<file path="src/rtl/muller_c_bank.sv">
// -----------------------------------------------------------------------------
// muller_c_bank
//
// Clocked bank of M independent N-input Muller C-elements. Each input bit is
// brought into the clk domain through a SYNC_STAGES-deep flop chain. The
// synchronised inputs are then qualified by shared rise/fall participation
// masks, which allows asymmetric C-elements:
//   - an output rises when every rise-selected input is 1;
//   - an output falls when every fall-selected input is 0;
//   - it holds otherwise.
//
// Configuration macro:
//   MULLER_C_BANK_CNT_EN : when defined, per-channel saturating transition
//                          counters (and their cnt_clr) are built. When
//                          undefined, trans_cnt is tied to zero and cnt_clr
//                          is ignored.
//
// Parameters:
//   N           inputs per channel (>=2)
//   M           channel count (>=1)
//   SYNC_STAGES synchroniser depth per input bit (>=2)
//   CNT_W       width of each transition counter (>=2)
//
// Ports:
//   clk         system clock, rising edge
//   rst_n       asynchronous active-low reset
//   io_in       [M*N]     channel m at [m*N +: N], asynchronous to clk
//   rise_mask   [N]       inputs taking part in the rising condition (shared)
//   fall_mask   [N]       inputs taking part in the falling condition (shared)
//   cnt_clr     synchronous clear of all transition counters
//   io_out      [M]       C-element state per channel (registered)
//   rise_pulse  [M]       one-cycle pulse in the cycle io_out[m] becomes 1
//   fall_pulse  [M]       one-cycle pulse in the cycle io_out[m] becomes 0
//   conflict    [M]       high for each cycle a hold was forced by R & F
//   all_high    &io_out
//   all_low     ~|io_out
//   trans_cnt   [M*CNT_W] per-channel transition count, channel m at
//                         [m*CNT_W +: CNT_W]
// -----------------------------------------------------------------------------
module muller_c_bank #(
  parameter int N           = 6,
  parameter int M           = 4,
  parameter int SYNC_STAGES = 2,
  parameter int CNT_W       = 8
) (
  input  logic               clk,
  input  logic               rst_n,
  input  logic [M*N-1:0]     io_in,
  input  logic [N-1:0]       rise_mask,
  input  logic [N-1:0]       fall_mask,
  input  logic               cnt_clr,
  output logic [M-1:0]       io_out,
  output logic [M-1:0]       rise_pulse,
  output logic [M-1:0]       fall_pulse,
  output logic [M-1:0]       conflict,
  output logic               all_high,
  output logic               all_low,
  output logic [M*CNT_W-1:0] trans_cnt
);

  localparam int W = M * N;

  // ---------------------------------------------------------------------------
  // Internal signals
  // ---------------------------------------------------------------------------
  logic [SYNC_STAGES-1:0][W-1:0] sync_r;       // [0] is the first capture flop
  logic [W-1:0]                  s_s;          // fully synchronised inputs

  logic                          rise_en_s;    // rise_mask selects something
  logic                          fall_en_s;    // fall_mask selects something
  logic [M-1:0]                  rise_cond_s;
  logic [M-1:0]                  fall_cond_s;

  logic [M-1:0]                  next_out_s;
  logic [M-1:0]                  rise_next_s;
  logic [M-1:0]                  fall_next_s;
  logic [M-1:0]                  conflict_next_s;

  logic [M-1:0]                  io_out_r;
  logic [M-1:0]                  rise_r;
  logic [M-1:0]                  fall_r;
  logic [M-1:0]                  conflict_r;

  // ---------------------------------------------------------------------------
  // Input synchroniser
  // ---------------------------------------------------------------------------
  // Shift every input bit through SYNC_STAGES flops; reset flushes in-flight data.
  always_ff @(posedge clk or negedge rst_n) begin
    if (!rst_n) begin
      sync_r <= '0;
    end else begin
      sync_r <= {sync_r[SYNC_STAGES-2:0], io_in};
    end
  end

  assign s_s = sync_r[SYNC_STAGES-1];

  // ---------------------------------------------------------------------------
  // Rising / falling conditions
  // ---------------------------------------------------------------------------
  // An all-zero mask disables its direction entirely. Without this gate the
  // "every selected bit" test would be vacuously true.
  assign rise_en_s = (rise_mask != {N{1'b0}});
  assign fall_en_s = (fall_mask != {N{1'b0}});

  // Per-channel evaluation of R_m and F_m on the synchronised vector.
  always_comb begin
    rise_cond_s = '0;
    fall_cond_s = '0;
    for (int m = 0; m < M; m++) begin
      rise_cond_s[m] = rise_en_s && ((s_s[m*N +: N] & rise_mask) == rise_mask);
      fall_cond_s[m] = fall_en_s && ((s_s[m*N +: N] & fall_mask) == {N{1'b0}});
    end
  end

  // ---------------------------------------------------------------------------
  // Next-state and event decode
  // ---------------------------------------------------------------------------
  // C-element next state. R & F together is a conflict and holds, just as
  // the case where neither condition is true.
  always_comb begin
    next_out_s      = io_out_r;
    rise_next_s     = '0;
    fall_next_s     = '0;
    conflict_next_s = '0;
    for (int m = 0; m < M; m++) begin
      case ({rise_cond_s[m], fall_cond_s[m]})
        2'b10:   next_out_s[m] = 1'b1;
        2'b01:   next_out_s[m] = 1'b0;
        default: next_out_s[m] = io_out_r[m];
      endcase
      rise_next_s[m]     = next_out_s[m] & ~io_out_r[m];
      fall_next_s[m]     = ~next_out_s[m] & io_out_r[m];
      conflict_next_s[m] = rise_cond_s[m] & fall_cond_s[m];
    end
  end

  // ---------------------------------------------------------------------------
  // Output state and event registers
  // ---------------------------------------------------------------------------
  // Pulses are registered with the state, so they line up with the new io_out.
  always_ff @(posedge clk or negedge rst_n) begin
    if (!rst_n) begin
      io_out_r   <= '0;
      rise_r     <= '0;
      fall_r     <= '0;
      conflict_r <= '0;
    end else begin
      io_out_r   <= next_out_s;
      rise_r     <= rise_next_s;
      fall_r     <= fall_next_s;
      conflict_r <= conflict_next_s;
    end
  end

  assign io_out     = io_out_r;
  assign rise_pulse = rise_r;
  assign fall_pulse = fall_r;
  assign conflict   = conflict_r;

  // Bank-wide completion flags straight from the state registers.
  assign all_high   = &io_out_r;
  assign all_low    = ~|io_out_r;

  // ---------------------------------------------------------------------------
  // Transition counters (optional)
  // ---------------------------------------------------------------------------
`ifdef MULLER_C_BANK_CNT_EN
  localparam logic [CNT_W-1:0] CNT_MAX = {CNT_W{1'b1}};
  localparam logic [CNT_W-1:0] CNT_ONE = {{(CNT_W-1){1'b0}}, 1'b1};

  logic [M-1:0][CNT_W-1:0] cnt_r;

  // Saturating per-channel transition counters; a clear beats a coincident transition.
  always_ff @(posedge clk or negedge rst_n) begin
    if (!rst_n) begin
      cnt_r <= '0;
    end else begin
      for (int m = 0; m < M; m++) begin
        if (cnt_clr) begin
          cnt_r[m] <= '0;
        end else if ((rise_next_s[m] | fall_next_s[m]) && (cnt_r[m] != CNT_MAX)) begin
          cnt_r[m] <= cnt_r[m] + CNT_ONE;
        end else begin
          cnt_r[m] <= cnt_r[m];
        end
      end
    end
  end

  assign trans_cnt = cnt_r;
`else
  // Counters not built: cnt_clr has no effect and the count reads zero.
  logic cnt_clr_unused;
  assign cnt_clr_unused = cnt_clr;
  assign trans_cnt      = '0;
`endif

endmodule

</file>
<file path="config.mk">
export PLATFORM = sky130hd
export DESIGN_NAME = muller_c_bank
export DESIGN_NICKNAME = d
export VERILOG_FILES = /design/src/rtl/muller_c_bank.sv
export SDC_FILE = /design/constraint.sdc
export NUM_CORES = 1
export LEC_CHECK = 0
export ABC_AREA = 0
export CORE_MARGIN = 5
export CORE_UTILIZATION = 35
export DETAILED_ROUTE_END_ITERATION = 8
export PLACE_DENSITY = 0.66
export SYNTH_ARGS = -nofsm -noshare
export SYNTH_HDL_FRONTEND = slang
export SYNTH_SLANG_ARGS = --single-unit
</file>
<file path="constraint.sdc">
create_clock -name clk -period 1.92 [get_ports clk]
set_clock_uncertainty 0.05 [all_clocks]
set_input_delay 0.384 -clock clk [delete_from_list [all_inputs] [get_ports clk]]
set_output_delay 0.384 -clock clk [all_outputs]
set_load 0.005 [all_outputs]
</file>
==> impl_results.md <==
- Final core utilization: 0.495
- CTS tree: done
- Clock Latency Late Sink: approximately 330 ps
- Critical path data required time: 2080 ps
- Tcrit/Tclk final: 1.05
- WS Path Type: primary input to flop
- Average cell area after synthesis: between 10 and 15 um^2
- Num CTS Buffers: 9
- Io pins: 89
- Die Y: 92.4 um
- TNS Setup: -364 ps
- Reg2reg end: rise_pulse[1]
- Routed wire length: about 4500 um
- Root Driver: clkbuf_8
- FF-to-FF setup slack: around 150 ps
- Ys Warns: 0
- Status: finished with violations
- #FFs+latches synth: 64
- Max-cap violations: 0
- Max-slew violation count: 0
- End of the critical path: rise_pulse[1]
- H-tree levels: 3
- GRT Overall Usage: 0.110
- Setup Viol. Count Final: 4
- Sink Count: 64
- Distinct cells, synth: 17
- Layout cell share with drive strength beyond 1: 0.210
- FP Rows: 30
- Initial core utilization: 0.355
- DP Worst Slack: -738 ps
- Mapped Cells: 166
- Setup WS post-layout: -100 ps
- R2R cell count: 5
- Post-route ant nets: 0
- Period minus WS final: 2020 ps
- Layout Area Growth over Synthesis: 39.3%
- Synthesized cell area: 2370 um^2
- Achievable Freq: 0.495 GHz
- Gpl congestion: 0.847
- Routed WL per cell: about 13 um
- Post-synthesis sequential area ratio: 0.674
- Die width: between 90 and 100 um
- Top delay family on crit path: simple AND/OR/NAND/NOR gates
- Starting DRT DRC Count: 65
- Non-filler instance count after layout: ~330
- Bufs and invs on worst path: 1
- RSZ-0062 raised after global routing: yes
- Vias in the first global route: 1507
- Placeable Area: 6680 um^2
- Initial antenna violation count: 0
- GRT Residual Overflow: 0
- Via Count: 1475
- Reg-to-reg startpoint: s_s[9]
- Final hold viol count: 0
- First-pass GRT wire length: 7020 um
- CP Capture Type: flop
- Static Leak: approximately 1.6 nW
- Layout net count: 294
- Violations in the final reports: setup timing
- Cell Pwr Density: 919 nW/um^2
- Slowest-stage cell, CP: or4_4
- Reg clk slew, reported paths: 70 ps
- DP HPWL: roughly 3500 um
- DR pass1 iterations: 4
- Placed instance count: 307
- # diodes: 0
- Type of origin of the critical path: primary input
- Largest net degree at the start of global routing: 25
- Worst hold path class: flop to flop
- Clock Path Buffers: 2
- Crit-path max FO: 4
- DRC viols: 0
- Worst vdd ir: 0.806 mV
- Min Hold Slack: between 200 and 300 ps
- Vias per inst: 4.44
- Worst path cell trace: buf_6 > or4_4 > nor3_4 > nor4_4 > ha_1 > mux2_4 > nor2b_4
- CP Depth: 7
- IO Port Bufs: 55
- Crit path launch: rise_mask[3]
- Die area: 8530 um^2
- CP peak stage delay: 530 ps
- Arrival time worst endpoint: 2180 ps
sequential cells by signal, summed over array words and instances (netlist names):
name and count:
conflict 4, sync_r 24, s_s 24, fall_pulse 4, rise_pulse 4, io_out 4
final cells by class:
class	count	area, um^2
sequential	64	1600
fill	600	3370
timing repair buffer	71	674
tap	80	100
clock inverter	7	71.3
clock buffer	9	124
inverter	6	22.5
multi-input combinational	95	714
metrics by stage:
step	power, W	area [um^2]
6_report	0.00304	3310
5_1_grt	0.00320	3310
3_5_place_dp	0.00191	2950
2_1_floorplan	0.00168	2490
3_3_place_gp	0.00190	2950
4_1_cts	0.00306	3250
kinds of logic (layout without fill, tap and decap cells):
logic type      after synthesis  after routing  share of synthesized area
compound gates               24             24                     0.0695
fa+ha+maj                     8              8                     0.0422
buf+inv                      38             93                      0.111
flops                        64             64                      0.674
mux                           4              4                     0.0190
other cells                   1             32                    0.00158
simple gates                 27             27                     0.0827
synth_stat cells (all sizes together):
| cell type | count | area (um^2) |
|---|---|---|
| dfrtp | 64 | 1600 |
| buf | 32 | 240 |
| a22oi | 12 | 90.1 |
| o22ai | 12 | 75.1 |
| ha | 8 | 100 |
| inv | 6 | 22.5 |
| nor4 | 6 | 37.5 |
| and4 | 5 | 43.8 |
| mux2 | 4 | 45.0 |
| nand4 | 4 | 25.0 |
| nor2b | 4 | 25.0 |
| nor3b | 4 | 30.0 |
| conb | 1 | 3.75 |
| nand2 | 1 | 3.75 |
| nor2 | 1 | 3.75 |
| nor3 | 1 | 16.3 |
| or4 | 1 | 11.3 |
per-layer routing:
metal	routed length (um)	track usage	up-vias
met5	0	0	-
met3	520	0.0471	6
met4	44	0.0730	0
met1	1690	0.118	700
met2	2210	0.175	76
li1	-	-	693
report_power, final:
part	total [W]	switching (W)	leakage, nW	internal [W]
Combinational	0.000468	0.000187	0.684	0.000281
Sequential	0.00148	0.0000443	0.777	0.00144
Clock	0.00109	0.000492	0.0916	0.000597
Total	0.00304	0.000723	1.55	0.00232
layout by cell type, fill, tap and decap left out, types with 3 or more instances in the layout:
master / instances
and4_1: 5
clkbuf_8: 9
nor3b_1: 4
conb_1: 32
inv_1: 4
a22oi_1: 12
dlymetal6s2s_1: 4
mux2_4: 4
clkdlybuf4s50_1: 44
ha_1: 8
o22ai_1: 12
nor4_2: 4
dfrtp_1: 64
nand4_1: 4
clkinvlp_4: 3
buf_4: 15
repair_timing:
action,4_1_cts,5_1_grt
setup buffers,6,2
gates resized for setup,30,11
endpoints found under the setup margin,14,12
pin swaps,8,10
endpoints found under the hold margin,22,0
hold buffers,1,0
worst min-delay path by stage:
stage	from	to	cells after the start
final	sync_r[12]	s_s[12]	0
after global routing	sync_r[9]	s_s[9]	0
after CTS	sync_r[9]	s_s[9]	0
after detailed placement	sync_r[18]	s_s[18]	0
after global placement	sync_r[7]	s_s[7]	0
after floorplan	rst_n	conflict[0]	0
Note: power is estimated with default switching activity, not from simulation.
